### src/rtl/stack_alu_pkg.sv
// Shared definitions for the stack ALU and the RPN sequencer that drives it.
// Contents: ALU opcode encodings, sequencer error codes, sequencer FSM states.
package stack_alu_pkg;

  localparam logic [2:0] OP_NOP  = 3'b000;
  localparam logic [2:0] OP_ADD  = 3'b100;
  localparam logic [2:0] OP_MUL  = 3'b101;
  localparam logic [2:0] OP_PUSH = 3'b110;
  localparam logic [2:0] OP_POP  = 3'b111;

  localparam logic [1:0] ERR_ALU_FAIL  = 2'b00;
  localparam logic [1:0] ERR_UNDERFLOW = 2'b01;
  localparam logic [1:0] ERR_FULL      = 2'b10;
  localparam logic [1:0] ERR_DEPTH     = 2'b11;

  typedef enum logic [3:0] {
    S_IDLE,
    S_PUSH,
    S_ARITH,
    S_CAPT,
    S_POP_A,
    S_POP_B,
    S_PUSH_R,
    S_FIN_POP,
    S_FIN_CAPT,
    S_ERR_DRAIN,
    S_ERR_SKIP
  } seq_state_e;

endpackage

### src/rtl/rpn_sequencer.sv
// RPN sequencer: turns a valid/ready token stream (operands and add/mul
// operators) into the opcode sequence for a stack ALU, then pops the final
// value and reports it, or reports a malformed expression as an error.
// Ports:
//   clk, rst (async, active low)
//   tok_valid/tok_ready handshake; tok_is_op, tok_op, tok_value, tok_last
//   alu_opcode, alu_input_data -> ALU; alu_output_data, alu_overflow,
//   alu_success <- ALU
//   result, result_valid, result_ovf, error, error_code -> consumer
//
// state      | meaning
// -----------+----------------------------------------------------------
// IDLE       | waiting for a token, ALU idle
// PUSH       | operand push on the ALU bus
// ARITH      | add/mul on the ALU bus
// CAPT       | ALU result visible; latch it and the overflow flag
// POP_A      | pop first operand
// POP_B      | pop second operand
// PUSH_R     | push the captured result
// FIN_POP    | pop the final value
// FIN_CAPT   | final value visible; publish result
// ERR_DRAIN  | pop until the tracked depth is zero
// ERR_SKIP   | swallow tokens through tok_last, then report error
module rpn_sequencer
  import stack_alu_pkg::*;
#(
  parameter int N        = 4,
  parameter int MAX_SIZE = 1024
) (
  input  logic                clk,
  input  logic                rst,
  input  logic                tok_valid,
  output logic                tok_ready,
  input  logic                tok_is_op,
  input  logic                tok_op,
  input  logic signed [N-1:0] tok_value,
  input  logic                tok_last,
  output logic [2:0]          alu_opcode,
  output logic signed [N-1:0] alu_input_data,
  input  logic signed [N-1:0] alu_output_data,
  input  logic                alu_overflow,
  input  logic                alu_success,
  output logic signed [N-1:0] result,
  output logic                result_valid,
  output logic                result_ovf,
  output logic                error,
  output logic [1:0]          error_code
);

  localparam int DW = $clog2(MAX_SIZE + 1);
  localparam logic [DW-1:0] DEPTH_MAX = DW'(MAX_SIZE);
  localparam logic [DW-1:0] ONE       = DW'(1);
  localparam logic [DW-1:0] TWO       = DW'(2);

  seq_state_e          state, state_nxt;
  logic [DW-1:0]       depth, depth_nxt;
  logic                last_pend, last_pend_nxt;
  logic                skip_pend, skip_pend_nxt;
  logic [1:0]          err_pend, err_pend_nxt;
  logic                sticky, sticky_nxt;
  logic signed [N-1:0] temp, temp_nxt;
  logic [2:0]          opcode_nxt;
  logic signed [N-1:0] data_nxt;
  logic signed [N-1:0] result_nxt;
  logic                result_valid_nxt, result_ovf_nxt;
  logic                error_nxt;
  logic [1:0]          error_code_nxt;
  logic                tok_acc;

  // Gated by rst so the upstream sees not-ready while reset is held.
  assign tok_ready = rst & ((state == S_IDLE) | (state == S_ERR_SKIP));
  assign tok_acc   = tok_valid & tok_ready;

  always_ff @(posedge clk or negedge rst) begin
    if (!rst) begin
      state          <= S_IDLE;
      depth          <= '0;
      last_pend      <= 1'b0;
      skip_pend      <= 1'b0;
      err_pend       <= ERR_ALU_FAIL;
      sticky         <= 1'b0;
      temp           <= '0;
      alu_opcode     <= OP_NOP;
      alu_input_data <= '0;
      result         <= '0;
      result_valid   <= 1'b0;
      result_ovf     <= 1'b0;
      error          <= 1'b0;
      error_code     <= ERR_ALU_FAIL;
    end else begin
      state          <= state_nxt;
      depth          <= depth_nxt;
      last_pend      <= last_pend_nxt;
      skip_pend      <= skip_pend_nxt;
      err_pend       <= err_pend_nxt;
      sticky         <= sticky_nxt;
      temp           <= temp_nxt;
      alu_opcode     <= opcode_nxt;
      alu_input_data <= data_nxt;
      result         <= result_nxt;
      result_valid   <= result_valid_nxt;
      result_ovf     <= result_ovf_nxt;
      error          <= error_nxt;
      error_code     <= error_code_nxt;
    end
  end

  // depth mirrors the ALU stack occupancy: it moves when a push/pop is
  // issued, so a drain from any state pops exactly what the ALU holds.
  always_comb begin
    state_nxt        = state;
    depth_nxt        = depth;
    last_pend_nxt    = last_pend;
    skip_pend_nxt    = skip_pend;
    err_pend_nxt     = err_pend;
    sticky_nxt       = sticky;
    temp_nxt         = temp;
    opcode_nxt       = OP_NOP;
    data_nxt         = alu_input_data;
    result_nxt       = result;
    result_valid_nxt = 1'b0;
    result_ovf_nxt   = result_ovf;
    error_nxt        = 1'b0;
    error_code_nxt   = error_code;

    case (state)
      S_IDLE: begin
        if (tok_acc) begin
          last_pend_nxt = tok_last;
          skip_pend_nxt = !tok_last;
          if (!tok_is_op) begin
            if (depth == DEPTH_MAX) begin
              state_nxt    = S_ERR_DRAIN;
              err_pend_nxt = ERR_FULL;
            end else begin
              state_nxt  = S_PUSH;
              opcode_nxt = OP_PUSH;
              data_nxt   = tok_value;
              depth_nxt  = depth + ONE;
            end
          end else if (depth < TWO) begin
            state_nxt    = S_ERR_DRAIN;
            err_pend_nxt = ERR_UNDERFLOW;
          end else begin
            state_nxt  = S_ARITH;
            opcode_nxt = tok_op ? OP_MUL : OP_ADD;
          end
        end
      end
      S_PUSH, S_PUSH_R: begin
        if (!last_pend) begin
          state_nxt = S_IDLE;
        end else if (depth != ONE) begin
          state_nxt     = S_ERR_DRAIN;
          err_pend_nxt  = ERR_DEPTH;
          skip_pend_nxt = 1'b0;
        end else begin
          state_nxt  = S_FIN_POP;
          opcode_nxt = OP_POP;
          depth_nxt  = depth - ONE;
        end
      end
      S_ARITH: state_nxt = S_CAPT;
      S_CAPT: begin
        if (!alu_success) begin
          state_nxt     = S_ERR_DRAIN;
          err_pend_nxt  = ERR_ALU_FAIL;
          skip_pend_nxt = !last_pend;
        end else begin
          temp_nxt   = alu_output_data;
          sticky_nxt = sticky | alu_overflow;
          state_nxt  = S_POP_A;
          opcode_nxt = OP_POP;
          depth_nxt  = depth - ONE;
        end
      end
      S_POP_A: begin
        state_nxt  = S_POP_B;
        opcode_nxt = OP_POP;
        depth_nxt  = depth - ONE;
      end
      S_POP_B: begin
        state_nxt  = S_PUSH_R;
        opcode_nxt = OP_PUSH;
        data_nxt   = temp;
        depth_nxt  = depth + ONE;
      end
      S_FIN_POP: state_nxt = S_FIN_CAPT;
      S_FIN_CAPT: begin
        if (!alu_success) begin
          state_nxt     = S_ERR_DRAIN;
          err_pend_nxt  = ERR_ALU_FAIL;
          skip_pend_nxt = 1'b0;
        end else begin
          result_nxt       = alu_output_data;
          result_valid_nxt = 1'b1;
          result_ovf_nxt   = sticky;
          sticky_nxt       = 1'b0;
          state_nxt        = S_IDLE;
        end
      end
      S_ERR_DRAIN: begin
        if (depth != '0) begin
          opcode_nxt = OP_POP;
          depth_nxt  = depth - ONE;
        end else if (skip_pend) begin
          state_nxt = S_ERR_SKIP;
        end else begin
          error_nxt      = 1'b1;
          error_code_nxt = err_pend;
          sticky_nxt     = 1'b0;
          state_nxt      = S_IDLE;
        end
      end
      S_ERR_SKIP: begin
        if (tok_acc && tok_last) begin
          error_nxt      = 1'b1;
          error_code_nxt = err_pend;
          sticky_nxt     = 1'b0;
          state_nxt      = S_IDLE;
        end
      end
      default: state_nxt = S_IDLE;
    endcase
  end

endmodule

### config.mk
export PLATFORM = sky130hd
export DESIGN_NAME = rpn_sequencer
export DESIGN_NICKNAME = d
export VERILOG_FILES = /design/src/rtl/stack_alu_pkg.sv /design/src/rtl/rpn_sequencer.sv
export SDC_FILE = /design/constraint.sdc
export NUM_CORES = 1
export LEC_CHECK = 0
export BUFFER_PORTS_ARGS = -buffer_cell sky130_fd_sc_hd__buf_2
export CORE_MARGIN = 2
export CORE_UTILIZATION = 40
export CTS_BUF_LIST = sky130_fd_sc_hd__clkbuf_8
export DETAILED_ROUTE_END_ITERATION = 16
export PLACE_DENSITY_LB_ADDON = 0.1
export SLEW_MARGIN = 20
export SYNTH_ARGS = -nofsm -noshare
export SYNTH_HDL_FRONTEND = slang
export SYNTH_SLANG_ARGS = --single-unit
### constraint.sdc
create_clock -name clk -period 2.6 [get_ports clk]
set_clock_uncertainty 0.05 [all_clocks]
set_input_delay 0.13 -clock clk [delete_from_list [all_inputs] [get_ports clk]]
set_output_delay 0.13 -clock clk [all_outputs]
set_load 0.005 [all_outputs]
==> impl_metrics.csv, run 1 <==
group,metric,value,unit
min_path,hp-class,"in2reg",
synthesis,synthSimpleGateAreaFrac,26.0,%
final_layout,num_antenna_cells,0,
detailed_routing,drc,0,
final_layout,syn_to_final_growth,17.9,%
timing,fin_crit_sh,90.6,%
cts,root_buffer,"clkbuf_8",
worst_setup_path,reg2reg_to,"error_code[1]$_DFFE_PN0P_",
synthesis,synth-xor-area-share,4.23,%
detailed_routing,drtPass1Iterations,4,
worst_setup_path,startpoint,"depth[2]$_DFFE_PN0P_",
floorplanning,die_h,82.8,um
synthesis,synth_top_family_by_area,"simple AND/OR/NAND/NOR gates",
global_route,grt_max_degree,45,
place,placed_cell_area,2760,um^2
final_layout,final_nets,337,
pwr,power,3.27,mW
place,gp_congestion,0.867,
synthesis,async_reset_ff_share,100,%
synthesis,ys_ff_latch,40,
timing,fin_hold_ws,0.0922,ns
synthesis,yosysWarnings,0,
synthesis,muxShareOfSynthArea,5.85,%
min_path,hold_depth,3,
synthesis,synth_enable_flop_cells,0,
worst_setup_path,r2r_cells,5,
detailed_routing,wl_per_cell,15.6,um
timing,tightest_slew,0.570,ns
floorplanning,initial_core_util,41.7,%
place,place_ws,0.255,ns
final_layout,layout_commonest_cell,"nand2_1",
worst_setup_path,critPathArrivalTime,2.49,ns
cts,clock_path_buffers,2,
final_layout,design_area,2930,um^2
detailed_routing,drt_iter0_drc,95,
timing,timing.final.ws_setup,0.244,ns
detailed_routing,ant_nets,0,
timing,max_clock_freq,424,MHz
place,io_buffers,32,
synthesis,syn-num-nets,298,
cts,h-tree-depth,2,
detailed_routing,wirelength,6150,um
global_route,antenna_found_initial,0,
synthesis,avgSynthCellArea,8.93,um^2
timing,period_needed,2.36,ns
global_route,grt_pass1_wl,10400,um
final_layout,drive_gt1_share,22.0,%
final_layout,multi_input_area,1380,um^2
final_layout,nFillCells,580,
synthesis,ys_seq_area_share,40.3,%
global_route,grtUsageTotal,19.8,%
global_route,overflow,0,
floorplanning,die_w,82.8,um
min_path,hold_start,"tok_last",
worst_setup_path,crit_fanout,8,
synthesis,synth_compound_area_share,17.4,%
detailed_routing,num_vias,2221,
floorplanning,dieArea,6850,um^2
place,detailed_place_hpwl,4490,um
timing,slew_headroom,61.0,%
detailed_routing,avgViaCountPerCell,5.65,
worst_setup_path,r2r-start,"depth[2]$_DFFE_PN0P_",
pwr,p_leak,1.31,nW
worst_setup_path,critPathCaptureType,"flop",
cts,cts_tree,"done",
synthesis,synthFlopType,"dfrtp_1",
synthesis,ys_types,56,
cts,cts_resized,0,
final_layout,layout_common_cells,"nand2_1 (45), dfrtp_1 (40), buf_2 (32)",
timing,setup_viol,0,
pwr,power_per_cell_area,1120,nW/um^2
floorplanning,rows,28,
timing,rsz0062_at_grt,"no",
synthesis,synthCells,278,
cts,clk_pin_slew_worst_paths,0.09,ns
floorplanning,io_pins,33,
final_layout,seq_area,1000,um^2
run,maxCapViolCount,0,
worst_setup_path,cp.required,2.73,ns
worst_setup_path,cp-start-kind,"flop",
cts,cts_made_buffers,5,
synthesis,synthAdderAreaFrac,2.02,%
cts,clk_latency,0.30,ns
cts,cts.sinks,40,
floorplanning,core,5960,um^2
timing,setup_tns,0,ns
worst_setup_path,criticalPathCategory,"reg2reg",
pwr,irDropWorstVdd,0.625,mV
min_path,min_to,"last_pend$_DFFE_PN0P_",
timing,hold_viol_final,0,
synthesis,synth_area,2480,um^2
timing,maxSlewViolCount,0,
worst_setup_path,r2r_slack,0.24,ns
status,run_status,"completed",
global_route,grt_pass1_vias,2108,
-- synth_stat cells, types with 3 or more instances --
master / instances / share of area, %
nor3_1: 5 / 1.0
xor2_1: 10 / 3.5
inv_1: 10 / 1.5
buf_1: 3 / 0.45
clkbuf_1: 13 / 2.0
a211oi_1: 3 / 0.91
a21oi_1: 14 / 2.8
nand2_1: 45 / 6.8
ha_1: 4 / 2.0
nand3_1: 13 / 2.6
dfrtp_1: 40 / 40
o21ai_0: 11 / 2.2
o22ai_1: 4 / 1.0
mux2_2: 10 / 4.5
or4_1: 3 / 0.91
nand4_1: 6 / 1.5
nor3b_1: 3 / 0.91
a22oi_1: 8 / 2.4
nand2b_1: 6 / 1.5
nor2b_1: 4 / 1.0
nor2_1: 14 / 2.1
-- worst max-delay path, stage by stage, from the launching register on --
cell      delay (ns)
dfrtp_1         0.50
nor4_4          0.41
nand4b_2        0.20
or4b_1          0.51
a21oi_2         0.22
mux2_1          0.34
-- power by group --
part | internal (mW) | switching, mW | leakage [nW]
registers | 0.886 | 0.324 | 0.487
logic | 0.707 | 0.821 | 0.770
clock network | 0.289 | 0.241 | 0.0548
total | 1.88 | 1.39 | 1.31
-- area by class of cell --
class	instances	share of cell area, %
Sequential cell	40	34.2
Clock buffer	5	2.35
Multi-Input combinational cell	211	47.1
Tap cell	75	3.21
Timing Repair Buffer	49	10.3
Clock inverter	3	1.58
Inverter	10	1.28
-- registers in the layout, indices dropped and copies added (netlist names), 2 cells and up --
register,flops
depth,11
alu_input_data,4
result,4
state,4
temp,4
alu_opcode,3
err_pend,2
error_code,2
-- worst max-delay path by stage --
stage / end / cells after the start
after floorplan: error_code[0]$_DFFE_PN0P_ / 5
after global placement: alu_input_data[2]$_DFFE_PN0P_ / 5
after detailed placement: alu_input_data[2]$_DFFE_PN0P_ / 5
after CTS: alu_input_data[2]$_DFFE_PN0P_ / 5
after global routing: depth[10]$_DFFE_PN0P_ / 5
final: error_code[1]$_DFFE_PN0P_ / 5
-- cells by family after synthesis --
logic type | Yosys count
buf+inv | 27
compound gates | 64
xor+xnor | 12
mux | 13
simple gates | 118
fa+ha+maj | 4
flops | 40
-- routing by layer --
metal	routed length (um)	GRT usage [%]	share of wire [%]
met2	2930	31.4	48
met3	284	3.57	4.6
met4	116	7.70	1.9
met1	2820	27.0	46
met5	0	0	0
-- repair_timing --
item	4_1_cts	5_1_grt
hold buffers	5	0
buffers inserted	0	0
hold endpoints to repair	48	0
-- metrics by stage --
step | util (%) | instances
2_1_floorplan | - | 278
3_3_place_gp | 46.4 | 380
3_5_place_dp | 46.4 | 380
4_1_cts | 49.1 | 393
5_1_grt | 49.1 | 393
6_report | 49.1 | 393
Note: power is estimated with default switching activity, not from simulation.
==> inputs of run 2 (changes only) <==
- MAX_ROUTING_LAYER: default -> met4
==> run 2 against run 1 <==
Sequential share of layout area unchanged. Count of clock-buffer cells in the layout unchanged. Core utilization is the same. First-iteration DRC count rose by 6.3%. Clock power about the same. Largest cell class unchanged. Critical path depth stayed put. Register-to-register slack about the same. Worst hold slack lost 0.0068 ns. Critical path type unchanged. Combinational power hardly changed.
==> impl_metrics.csv, run 2 (synthesized netlist as in run 1, its figures left out) <==
group,metric,value,unit
detailed_routing,drc,0,
min_path,hp-class,"in2reg",
timing,period_needed,2.36,ns
global_route,use_met3,3.57,%
timing,max_clock_freq,424,MHz
global_route,grt_pass1_vias,2109,
worst_setup_path,crit_fanout,8,
final_layout,drive_gt1_share,22.0,%
place,placed_cell_area,2760,um^2
floorplanning,rows,28,
global_route,top_usage_layer,"met2",
timing,rsz0062_at_grt,"no",
place,io_buffers,32,
timing,maxSlewViolCount,0,
worst_setup_path,cp.required,2.73,ns
worst_setup_path,cp-start-kind,"flop",
final_layout,syn_to_final_growth,17.9,%
worst_setup_path,criticalPathCategory,"reg2reg",
global_route,grtUsageTotal,20.4,%
floorplanning,die_h,82.8,um
pwr,irDropWorstVdd,0.625,mV
final_layout,layout_commonest_cell,"nand2_1",
global_route,grt_max_degree,45,
global_route,antenna_found_initial,0,
detailed_routing,num_vias,2242,
detailed_routing,drtPass1Iterations,4,
timing,fin_crit_sh,90.6,%
global_route,overflow,0,
timing,hold_viol_final,0,
cts,post_cts_buffers,0,
timing,slew_headroom,61.1,%
worst_setup_path,critPathCaptureType,"flop",
cts,clock_path_buffers,2,
place,gp_congestion,0.881,
cts,cts.sinks,40,
pwr,power,3.27,mW
detailed_routing,drt_iter0_drc,101,
status,run_status,"completed",
detailed_routing,wl_per_cell,15.7,um
global_route,gr-usage-met2,31.5,%
timing,setup_tns,0,ns
floorplanning,io_pins,33,
final_layout,largest-register,"depth",
pwr,p_leak,1.31,nW
floorplanning,initial_core_util,41.7,%
detailed_routing,wirelength,6160,um
cts,clk_latency,0.30,ns
detailed_routing,ant_nets,0,
cts,h-tree-depth,2,
cts,cts_resized,0,
cts,root_buffer,"clkbuf_8",
place,detailed_place_hpwl,4490,um
cts,cts_tree,"done",
final_layout,largest_register_ffs,11,
run,maxCapViolCount,0,
final_layout,num_antenna_cells,0,
final_layout,nFillCells,580,
pwr,power_per_cell_area,1120,nW/um^2
global_route,groute.layer.met1.usage,26.9,%
global_route,grt_pass1_wl,10400,um
cts,cts_hold_buf,5,
timing,tightest_slew,0.569,ns
cts,clk_pin_slew_worst_paths,0.09,ns
worst_setup_path,critPathArrivalTime,2.49,ns
floorplanning,core,5960,um^2
final_layout,design_area,2930,um^2
cts,cts_made_buffers,5,
floorplanning,die_w,82.8,um
detailed_routing,avgViaCountPerCell,5.70,
final_layout,layout_common_cells,"nand2_1 (45), dfrtp_1 (40), buf_2 (32)",
final_layout,final_nets,337,
timing,setup_viol,0,
floorplanning,dieArea,6850,um^2
run 2: cell counts in the layout (fill, tap and decap cells not counted):
Identical to the previous run, type by type.
run 2: through the flow:
step	hold slack [ns]	cells	setup WS [ns]	utilization [%]
after global routing	0.0985	393	0.0949	49.1
after floorplan	-0.216	278	0.372	-
final	0.0854	393	0.243	49.1
after global placement	0.219	380	0.271	46.4
after CTS	0.0709	393	0.249	49.1
after detailed placement	0.223	380	0.255	46.4
run 2: where the power goes:
part           total, mW  switching [mW]  internal (mW)
Sequential          1.21           0.322          0.886
Clock              0.531           0.241          0.289
Combinational       1.53           0.826          0.707
run 2: routing by layer:
layer / vias to the layer above / wire length [um] / share of wire [%]
li1: 1091 / - / -
met2: 53 / 2960 / 48
met3: 7 / 247 / 4.0
met5: - / 0 / 0
met1: 1091 / 2860 / 46
met4: 0 / 101 / 1.6
run 2: worst paths after layout:
path / from / endpoint / slack [ns] / depth (start not counted)
max in group asynchronous: rst / last_pend$_DFFE_PN0P_ / 1.71 / 3
min in group asynchronous: rst / skip_pend$_DFFE_PN0P_ / 0.40 / 3
worst min-delay path: tok_last / last_pend$_DFFE_PN0P_ / 0.09 / 3
worst min register to register: result[0]$_DFFE_PN0P_ / result[0]$_DFFE_PN0P_ / 0.42 / 2
worst max-delay path: depth[2]$_DFFE_PN0P_ / error_code[1]$_DFFE_PN0P_ / 0.24 / 5
worst max register to register: depth[2]$_DFFE_PN0P_ / error_code[1]$_DFFE_PN0P_ / 0.24 / 5
run 2: cell type report:
| type | count | area (um^2) | area share [%] |
|---|---|---|---|
| inverters | 10 | 37.5 | 1.28 |
| multi-input cells | 211 | 1380 | 47.1 |
| repair buffers | 49 | 300 | 10.3 |
| well taps | 75 | 93.8 | 3.21 |
| flip-flops and latches | 40 | 1000 | 34.2 |
| clock inverters | 3 | 46.3 | 1.58 |
| clock buffers | 5 | 68.8 | 2.35 |
run 2: worst max-delay path: stages, from the launching register on:
cell	delay [ns]
dfrtp_1	0.50
nor4_4	0.41
nand4b_2	0.20
or4b_1	0.51
a21oi_2	0.22
mux2_1	0.34
==> inputs of run 3 (changes only) <==
- CTS_CLUSTER_SIZE: default -> 10
- RECOVER_POWER: default -> 100
==> run 3 against run 2 <==
Critical path type unchanged. Largest power group unchanged. Power fell by 0.95%. Register-to-register slack barely moved. Flip-flop and latch count unchanged. Routed wire length did not move.
==> impl_metrics.csv, run 3 (synthesized netlist as in run 1, its figures left out) <==
group,metric,value,unit
detailed_routing,met2_length,2930,um
cts,cts_resized,0,
status,run_status,"completed",
worst_setup_path,crit_fanout,8,
worst_setup_path,cp.required,2.73,ns
worst_setup_path,r2r_slack,0.25,ns
pwr,power,3.24,mW
detailed_routing,drtPass1Iterations,4,
detailed_routing,routed-wl-met3,302,um
timing,maxSlewViolCount,0,
global_route,antenna_found_initial,0,
floorplanning,initial_core_util,41.7,%
pwr,p_leak,1.25,nW
timing,timing.final.ws_setup,0.247,ns
worst_setup_path,r2r-start,"depth[2]$_DFFE_PN0P_",
place,detailed_place_hpwl,4490,um
final_layout,seq_area,1000,um^2
detailed_routing,routedLengthMet1,2820,um
global_route,grt_max_degree,45,
detailed_routing,wl_per_cell,15.7,um
floorplanning,dieArea,6850,um^2
detailed_routing,ant_nets,0,
detailed_routing,top_layer,"met4",
place,placed_cell_area,2760,um^2
detailed_routing,drc,0,
timing,setup_viol,0,
min_path,min_to,"last_pend$_DFFE_PN0P_",
timing,rsz0062_at_grt,"no",
final_layout,num_antenna_cells,0,
cts,clk_pin_slew_worst_paths,0.09,ns
place,gp_congestion,0.881,
worst_setup_path,criticalPathCategory,"reg2reg",
cts,h-tree-depth,2,
timing,hold_viol_final,0,
cts,clk_latency,0.30,ns
floorplanning,die_w,82.8,um
detailed_routing,wirelength,6160,um
final_layout,largest-register,"depth",
worst_setup_path,critPathArrivalTime,2.48,ns
final_layout,design_area,2900,um^2
final_layout,multi_input_area,1380,um^2
timing,period_needed,2.35,ns
place,place_ws,0.255,ns
detailed_routing,num_vias,2257,
cts,clock_path_buffers,2,
min_path,hold_depth,3,
cts,cts_tree,"done",
floorplanning,io_pins,33,
min_path,hp-class,"in2reg",
floorplanning,core,5960,um^2
worst_setup_path,critPathCaptureType,"flop",
pwr,irDropWorstVdd,0.621,mV
global_route,overflow,0,
worst_setup_path,reg2reg_to,"error_code[1]$_DFFE_PN0P_",
timing,tightest_slew,1.04,ns
final_layout,nFillCells,589,
timing,slew_headroom,30.5,%
final_layout,final_nets,337,
global_route,grtUsageTotal,20.4,%
worst_setup_path,cp-start-kind,"flop",
final_layout,drive_gt1_share,16.4,%
final_layout,layout_commonest_cell,"nand2_1",
worst_setup_path,r2r_cells,5,
timing,max_clock_freq,425,MHz
cts,cts_made_buffers,5,
floorplanning,rows,28,
detailed_routing,avgViaCountPerCell,5.74,
floorplanning,die_h,82.8,um
cts,cts.sinks,40,
cts,cts_hold_buf,5,
timing,setup_tns,0,ns
timing,fin_crit_sh,90.5,%
run,maxCapViolCount,0,
cts,post_cts_buffers,0,
cts,root_buffer,"clkbuf_8",
final_layout,largest_register_ffs,11,
min_path,hold_start,"tok_last",
global_route,grt_pass1_wl,10400,um
final_layout,syn_to_final_growth,16.8,%
place,io_buffers,32,
global_route,grt_pass1_vias,2109,
detailed_routing,drt_iter0_drc,86,
pwr,power_per_cell_area,1120,nW/um^2
final_layout,layout_common_cells,"nand2_1 (45), dfrtp_1 (40), clkbuf_1 (17)",
[run 3: cell count changes in the layout (fill, tap and decap cells not counted)]
cell	change
buf_4	-2
clkbuf_1	+17
clkbuf_2	+1
buf_2	-17
buf_1	+1
[run 3: how the worst max path moves through the flow]
| stage | start | to | slack (ns) |
|---|---|---|---|
| 2_1_floorplan | depth[4]$_DFFE_PN0P_ | error_code[0]$_DFFE_PN0P_ | 0.37 |
| 3_3_place_gp | state[2]$_DFFE_PN0P_ | alu_input_data[2]$_DFFE_PN0P_ | 0.27 |
| 3_5_place_dp | state[2]$_DFFE_PN0P_ | alu_input_data[2]$_DFFE_PN0P_ | 0.26 |
| 4_1_cts | state[2]$_DFFE_PN0P_ | alu_input_data[2]$_DFFE_PN0P_ | 0.25 |
| 5_1_grt | rst | error_code[1]$_DFFE_PN0P_ | 0.08 |
| 6_report | depth[2]$_DFFE_PN0P_ | error_code[1]$_DFFE_PN0P_ | 0.25 |
[run 3: critical path, cell delays in order, from the launching register on]
cell	delay, ns
dfrtp_1	0.50
nor4_4	0.41
nand4b_2	0.20
or4b_1	0.51
a21oi_2	0.22
mux2_1	0.34
[run 3: layout make-up]
class	count	area share [%]
clock buffers	5	2.37
inverters	10	1.29
well taps	75	3.24
multi-input cells	211	47.6
clock inverters	3	1.60
repair buffers	49	9.41
flip-flops and latches	40	34.5
[run 3: layer usage]
metal  vias up  global-route usage [%]
met5         -                       -
met4         0                    7.70
met1      1093                    26.9
li1       1088                       -
met2        67                    31.5
met3         9                    3.57
[run 3: metrics by stage]
step / hold slack, ns / std cells / utilization [%]
after floorplan: -0.216 / 278 / -
after CTS: 0.0709 / 393 / 49.1
after detailed placement: 0.223 / 380 / 46.4
after global placement: 0.219 / 380 / 46.4
final: 0.0873 / 393 / 48.7
after global routing: 0.0985 / 393 / 48.7
[run 3: where the power goes]
part / internal [mW] / total (mW) / leakage [nW] / switching, mW
combinational: 0.672 / 1.50 / 0.705 / 0.824
sequential: 0.886 / 1.21 / 0.487 / 0.328
clock: 0.289 / 0.530 / 0.0548 / 0.241
